$ cat src/rtl/timer_array_pkg.sv
// Shared definitions for the timer array: register offsets, CTRL bit
// positions and the per-channel FSM state encoding.
package timer_array_pkg;

  localparam logic [1:0] REG_CTRL   = 2'd0;
  localparam logic [1:0] REG_PRESET = 2'd1;
  localparam logic [1:0] REG_COUNT  = 2'd2;
  localparam logic [1:0] REG_STATUS = 2'd3;

  localparam int CTRL_EN      = 0;
  localparam int CTRL_MODE    = 1;
  localparam int CTRL_IM      = 2;
  localparam int CTRL_PSC_LSB = 8;
  localparam int CTRL_PSC_MSB = 15;

  typedef enum logic [1:0] {
    ST_IDLE  = 2'd0,
    ST_LOAD  = 2'd1,
    ST_COUNT = 2'd2
  } ch_state_t;

endpackage

$ cat src/rtl/timer_channel.sv
// One timer channel: control/preset registers, down-counter, pending flag.
// Optional prescaler enabled by TIMER_ARRAY_PRESCALE_EN.
//
// state    | meaning
// ST_IDLE  | counter held, waiting for EN to be written 1
// ST_LOAD  | counter loaded from PRESET this cycle
// ST_COUNT | counter decrements on each tick, terminal at zero
module timer_channel
  import timer_array_pkg::*;
#(
  parameter int WIDTH = 32
) (
  input  logic             clk,
  input  logic             rst,
  input  logic             ctrl_we,
  input  logic             preset_we,
  input  logic             status_we,
  input  logic [31:0]      wdata,
  output logic [31:0]      ctrl,
  output logic [WIDTH-1:0] preset,
  output logic [WIDTH-1:0] count,
  output logic             pending
);

  ch_state_t        state, state_d;
  logic             en, mode, im;
  logic             tick;
  logic             do_load, do_dec, do_term;
  logic             wr_en, wr_dis;
  logic             unused_wdata;

  assign wr_en        = ctrl_we &  wdata[CTRL_EN];
  assign wr_dis       = ctrl_we & ~wdata[CTRL_EN];
  assign unused_wdata = ^wdata;

`ifdef TIMER_ARRAY_PRESCALE_EN
  logic [7:0] psc, psc_cnt;

  assign tick = (psc_cnt == psc);
  assign ctrl = {16'b0, psc, 5'b0, im, mode, en};

  // prescale counter restarts at every load so each period is exact
  always_ff @(posedge clk) begin
    if (rst)
      psc_cnt <= '0;
    else if (state == ST_LOAD)
      psc_cnt <= '0;
    else if (state == ST_COUNT && !wr_dis)
      psc_cnt <= tick ? 8'd0 : psc_cnt + 8'd1;
  end
`else
  assign tick = 1'b1;
  assign ctrl = {29'b0, im, mode, en};
`endif

  // state register
  always_ff @(posedge clk) begin
    if (rst) state <= ST_IDLE;
    else     state <= state_d;
  end

  // next state and datapath strobes; disabling freezes everything at once
  always_comb begin
    state_d = state;
    do_load = 1'b0;
    do_dec  = 1'b0;
    do_term = 1'b0;
    case (state)
      ST_IDLE: begin
        if (wr_en) state_d = ST_LOAD;
      end
      ST_LOAD: begin
        if (wr_dis) begin
          state_d = ST_IDLE;
        end else begin
          do_load = 1'b1;
          state_d = ST_COUNT;
        end
      end
      ST_COUNT: begin
        if (wr_dis) begin
          state_d = ST_IDLE;
        end else if (tick) begin
          if (count == '0) begin
            do_term = 1'b1;
            state_d = mode ? ST_LOAD : ST_IDLE;
          end else begin
            do_dec = 1'b1;
          end
        end
      end
      default: state_d = ST_IDLE;
    endcase
  end

  // registers, counter and pending flag; terminal count beats W1C
  always_ff @(posedge clk) begin
    if (rst) begin
      en      <= 1'b0;
      mode    <= 1'b0;
      im      <= 1'b0;
      preset  <= '0;
      count   <= '0;
      pending <= 1'b0;
`ifdef TIMER_ARRAY_PRESCALE_EN
      psc     <= '0;
`endif
    end else begin
      if (ctrl_we) begin
        en   <= wdata[CTRL_EN];
        mode <= wdata[CTRL_MODE];
        im   <= wdata[CTRL_IM];
`ifdef TIMER_ARRAY_PRESCALE_EN
        psc  <= wdata[CTRL_PSC_MSB:CTRL_PSC_LSB];
`endif
      end else if (do_term && !mode) begin
        en <= 1'b0;
      end

      if (preset_we) preset <= wdata[WIDTH-1:0];

      if (do_load)     count <= preset;
      else if (do_dec) count <= count - 1'b1;

      if (do_term)                       pending <= 1'b1;
      else if (status_we && wdata[0])    pending <= 1'b0;
    end
  end

endmodule

$ cat src/rtl/timer_array.sv
// Array of N_CH independent down-counting timers behind a small register
// file. Top level does address decode, read mux and interrupt reduction.
// Optional per-channel prescaler: define TIMER_ARRAY_PRESCALE_EN.
module timer_array
  import timer_array_pkg::*;
#(
  parameter int N_CH  = 2,
  parameter int WIDTH = 32,
  parameter int AW    = $clog2(N_CH) + 2
) (
  input  logic            clk,
  input  logic            rst,
  input  logic [AW-1:0]   addr,
  input  logic            we,
  input  logic [31:0]     wdata,
  output logic [31:0]     rdata,
  output logic [N_CH-1:0] irq,
  output logic            irq_any
);

  localparam int CW = (AW > 2) ? AW - 2 : 1;

  logic [CW-1:0]    ch_idx;
  logic [1:0]       reg_sel;
  logic             in_range;
  logic [31:0]      ctrl_r   [N_CH];
  logic [WIDTH-1:0] preset_r [N_CH];
  logic [WIDTH-1:0] count_r  [N_CH];
  logic [N_CH-1:0]  pend;

  if (AW > 2) begin : g_idx
    assign ch_idx = addr[AW-1:2];
  end else begin : g_idx_single
    assign ch_idx = '0;
  end

  assign reg_sel  = addr[1:0];
  assign in_range = (32'(ch_idx) < N_CH);

  for (genvar i = 0; i < N_CH; i++) begin : g_ch
    localparam logic [CW-1:0] IDX = CW'(i);
    logic sel;

    assign sel = we && in_range && (ch_idx == IDX);

    timer_channel #(.WIDTH(WIDTH)) u_ch (
      .clk       (clk),
      .rst       (rst),
      .ctrl_we   (sel && reg_sel == REG_CTRL),
      .preset_we (sel && reg_sel == REG_PRESET),
      .status_we (sel && reg_sel == REG_STATUS),
      .wdata     (wdata),
      .ctrl      (ctrl_r[i]),
      .preset    (preset_r[i]),
      .count     (count_r[i]),
      .pending   (pend[i])
    );

    assign irq[i] = pend[i] & ctrl_r[i][CTRL_IM];
  end

  assign irq_any = |irq;

  // read mux; unmapped channels read as zero
  always_comb begin
    rdata = '0;
    if (in_range) begin
      case (reg_sel)
        REG_CTRL:   rdata = ctrl_r[ch_idx];
        REG_PRESET: rdata = 32'(preset_r[ch_idx]);
        REG_COUNT:  rdata = 32'(count_r[ch_idx]);
        default:    rdata = {31'b0, pend[ch_idx]};
      endcase
    end
  end

endmodule

$ cat config.mk
export PLATFORM = sky130hd
export DESIGN_NAME = timer_array
export DESIGN_NICKNAME = d
export VERILOG_FILES = /design/src/rtl/timer_array_pkg.sv /design/src/rtl/timer_channel.sv /design/src/rtl/timer_array.sv
export SDC_FILE = /design/constraint.sdc
export NUM_CORES = 1
export LEC_CHECK = 0
export ABC_AREA = 1
export BUFFER_PORTS_ARGS = -buffer_cell sky130_fd_sc_hd__buf_2
export CORE_AREA = 2 2 106 149
export DETAILED_ROUTE_END_ITERATION = 8
export DIE_AREA = 0 0 108 151
export PLACE_DENSITY_LB_ADDON = 0.3
export SLEW_MARGIN = 20
export SYNTH_ARGS = -nofsm -noshare
export SYNTH_HDL_FRONTEND = slang
export SYNTH_SLANG_ARGS = --single-unit
$ cat constraint.sdc
create_clock -name clk -period 4.5 [get_ports clk]
set_input_delay 0.225 -clock clk [delete_from_list [all_inputs] [get_ports clk]]
set_output_delay 0.225 -clock clk [all_outputs]
set_load 0.02 [all_outputs]
==> results.md <==
- Status: finished, final reports clean
- Endpoints failing setup: 0
- Postcts setup bufs: 0
- # IOs: 73
- Initial DRC Count: 1,009
- CP Cell Sequence: buf_2 -> inv_1 -> nor2_2 -> inv_2 -> nor2_1 -> buf_4 -> clkinv_1 -> o21ai_0 -> a21oi_1
- CTS tree: yes
- Ys Warns: 0
- Pre-antenna DRT Iters: 6
- Post-synthesis cell area: a little under 9000 um^2
- WP data arrival: around 3.0 ns
- CP required: about 4.8 ns
- Reg clk slew, reported paths: approximately 0.060 ns
- WL per Instance: between 15 and 20 um
- Final wirelength: roughly 27,000 um
- Layout cells sized above 1: roughly a tenth
- Synth Area in Compound Gates: around 17%
- Max Slew Vio Count: 0
- Port bufs: approximately 70
- Syn-to-layout area delta: 9.22%
- Routed Antenna Nets: 0
- Via/cell ratio: 5.64
- Post-synth ARST share: 0%
- Congestion Overflow GR: 0
- Period Utilization, post-route: slightly above 60%
- Die Y: around 150 um
- CP Launch Type: primary input
- Leading area contributor after synthesis: dfxtp_1
- Ys flop type: dfxtp_1
- Syn avg cell area: approximately 6 um^2
- FF+latch area: 2800 um^2
- Max-cap violations: 0
- Syn_nets: about 1,500
- Core ar.: 14,900 um^2
- Max Root-Sink Buffers: 2
- Synth Area in Adders: less than 1%
- Sequential share of the synthesized area: a little under a third
- Peak Freq: 367 MHz
- Diode count: 0
- Via count: between 9,000 and 10,000
- Routability cong.: around 1.0
- Top post-synthesis cells by area: dfxtp_1 (32%), nand2_1 (14%), nor2_1 (12%)
- Fillers: 1,424
- Number of global-route vias before repair: between 8,000 and 9,000
- Final nets: around 1,500
- Clk sinks: 140
- Post-DP HPWL: ~20,000 um
- Cts hold-fix bufs: 0
- Starting Density: about three fifths
- RSZ-0062 raised after global routing: no
- Worst relative slew slack: roughly 33%
- Root Buffer: clkbuf_16
- Post-synth top area share: between 30% and 40%
- Initial antenna violation count: 0
- Netlist cell types: 40
- Max incr delay on CP: slightly above 0.8 ns
- Die footprint: 16,300 um^2
- Number of synthesized register bits: 140
- Largest family of logic cells by synthesized area: simple AND/OR/NAND/NOR gates
- Setup Total Neg Slack: 0 ns
- DRC: 0
- Fin crit period: around 2.7 ns
- Crit path max fanout: between 40 and 50
- Post-Synth Simple-Gate Area: 39.2%
- Slew @ Worst Pin: 1.01 ns
- Mux cell area share after synthesis: less than 1%
- Die Width: about 110 um
- GR Util All Layers: between 30% and 40%
- Critical Path Sink Type: flop
- Slowest-stage cell, CP: clkinv_1
- Largest net degree at the start of global routing: 102
- Post_cts resized: 0
- Clock skew: ~0.0088 ns
- Worst hold-check path type: primary input to flop
- Area of the multi-input gates: around 5000 um^2
- Standard-cell rows: between 50 and 60
- XOR/XNOR Fraction of Synth Area: between 1 and 1.5%
- H-tree Lvls: 4
- TritonCTS Buffers: 17
- Worst-Skew Late Latency: about 0.43 ns
- Post-synth EDFFs: 0
- Final hold viol count: 0
- Critical path class: primary input to flop
- Post-synthesis cell count: 1,460
- First-pass GRT wire length: around 43,000 um
-- per-stage QoR --
stage	utilization [%]	hold WS (ns)	cells	setup WS, ns	area (um^2)
2_1_floorplan	-	0.360	1460	2.80	8840
5_1_grt	64.7	0.0611	1688	1.39	9660
4_1_cts	64.7	0.0533	1688	2.21	9660
3_3_place_gp	61.0	0.463	1656	1.86	9100
3_5_place_dp	61.0	0.463	1656	1.81	9100
6_report	64.7	0.0734	1688	1.77	9660
-- path summary, 6_finish.rpt --
path	cells after the start	slack [ns]	from	to
worst max-delay path	9	1.77	addr[0]	g_ch[0].u_ch.preset[6]$_SDFFE_PP0P_
worst min-delay path	3	0.07	wdata[26]	g_ch[0].u_ch.preset[26]$_SDFFE_PP0P_
worst min register to register	2	0.48	g_ch[0].u_ch.preset[6]$_SDFFE_PP0P_	g_ch[0].u_ch.preset[6]$_SDFFE_PP0P_
worst max register to register	9	2.21	g_ch[1].u_ch.count[0]$_SDFFE_PP0P_	g_ch[1].u_ch.count[9]$_SDFFE_PP0P_
-- layer usage --
metal	vias to the layer above	share of wire (%)	routed length (um)	GRT usage (%)
met5	-	0	0	0
met4	0	4.4	1180	15.3
met3	70	8.2	2220	5.16
met2	428	46	12500	53.8
met1	4272	41	11200	45.3
li1	4753	-	-	-
-- sequential cells by signal, indices dropped and copies added, names as in the netlist --
signal             flops
g_ch.u_ch.mode         2
g_ch.u_ch.count       64
g_ch.u_ch.preset      64
g_ch.u_ch.state        4
g_ch.u_ch.en           2
g_ch.u_ch.pending      2
g_ch.u_ch.im           2
-- placed cells by master (no fill, tap or decap), types with 3 or more instances in the layout --
cell | netlist | routed
a21oi_1 | 110 | 110
a31oi_1 | 5 | 5
buf_2 | 13 | 72
buf_4 | 4 | 5
clkbuf_1 | 43 | 4
clkbuf_16 | 0 | 17
clkbuf_8 | 0 | 4
clkinv_2 | 0 | 5
dfxtp_1 | 140 | 140
inv_1 | 129 | 126
inv_2 | 6 | 7
nand2_1 | 329 | 329
nand2_2 | 5 | 5
nand2_4 | 8 | 8
nand3_1 | 117 | 117
nand3_2 | 3 | 3
nand3b_1 | 5 | 5
nand4_1 | 12 | 12
nor2_1 | 287 | 287
nor2_2 | 11 | 11
nor2_4 | 10 | 10
nor3_1 | 3 | 3
o21ai_0 | 152 | 152
o21ai_1 | 9 | 9
o22ai_1 | 16 | 16
xnor2_1 | 5 | 5
xor2_1 | 6 | 6
-- worst max-delay path, delay by kind of cell --
kind / cells / cell delay [ns]
AOI/OAI and AO/OA: 2 / 0.57
and+or+nand+nor: 2 / 0.71
buffers and inverters: 5 / 1.48
-- synth_stat cells, types with 6 or more instances --
cell	n
xor2_1	6
nor2_2	11
nor2_4	10
a21oi_1	110
o21ai_1	9
o21ai_0	152
inv_1	129
o22ai_1	16
nand3_1	117
clkbuf_1	43
nand4_1	12
dfxtp_1	140
nand2_4	8
buf_2	13
inv_2	6
nor2_1	287
buf_6	10
nand2_1	329
-- cell families (layout without fill, tap and decap cells) --
group,after synthesis,count (layout)
flops,140,140
compound gates,299,299
buf+inv,209,245
mux,1,1
simple gates,798,798
fa+ha+maj,2,2
xor+xnor,11,11
-- cell type report --
cell class / instances / area share, %
multi-input cells: 1111 / 53.3
repair buffers: 77 / 4.12
clock inverters: 7 / 0.648
flip-flops and latches: 140 / 29.0
clock buffers: 25 / 5.13
well taps: 192 / 2.49
inverters: 136 / 5.31
Power is not shown: default switching activity piles up to over one toggle a cycle in this logic, so the estimate is an artifact.
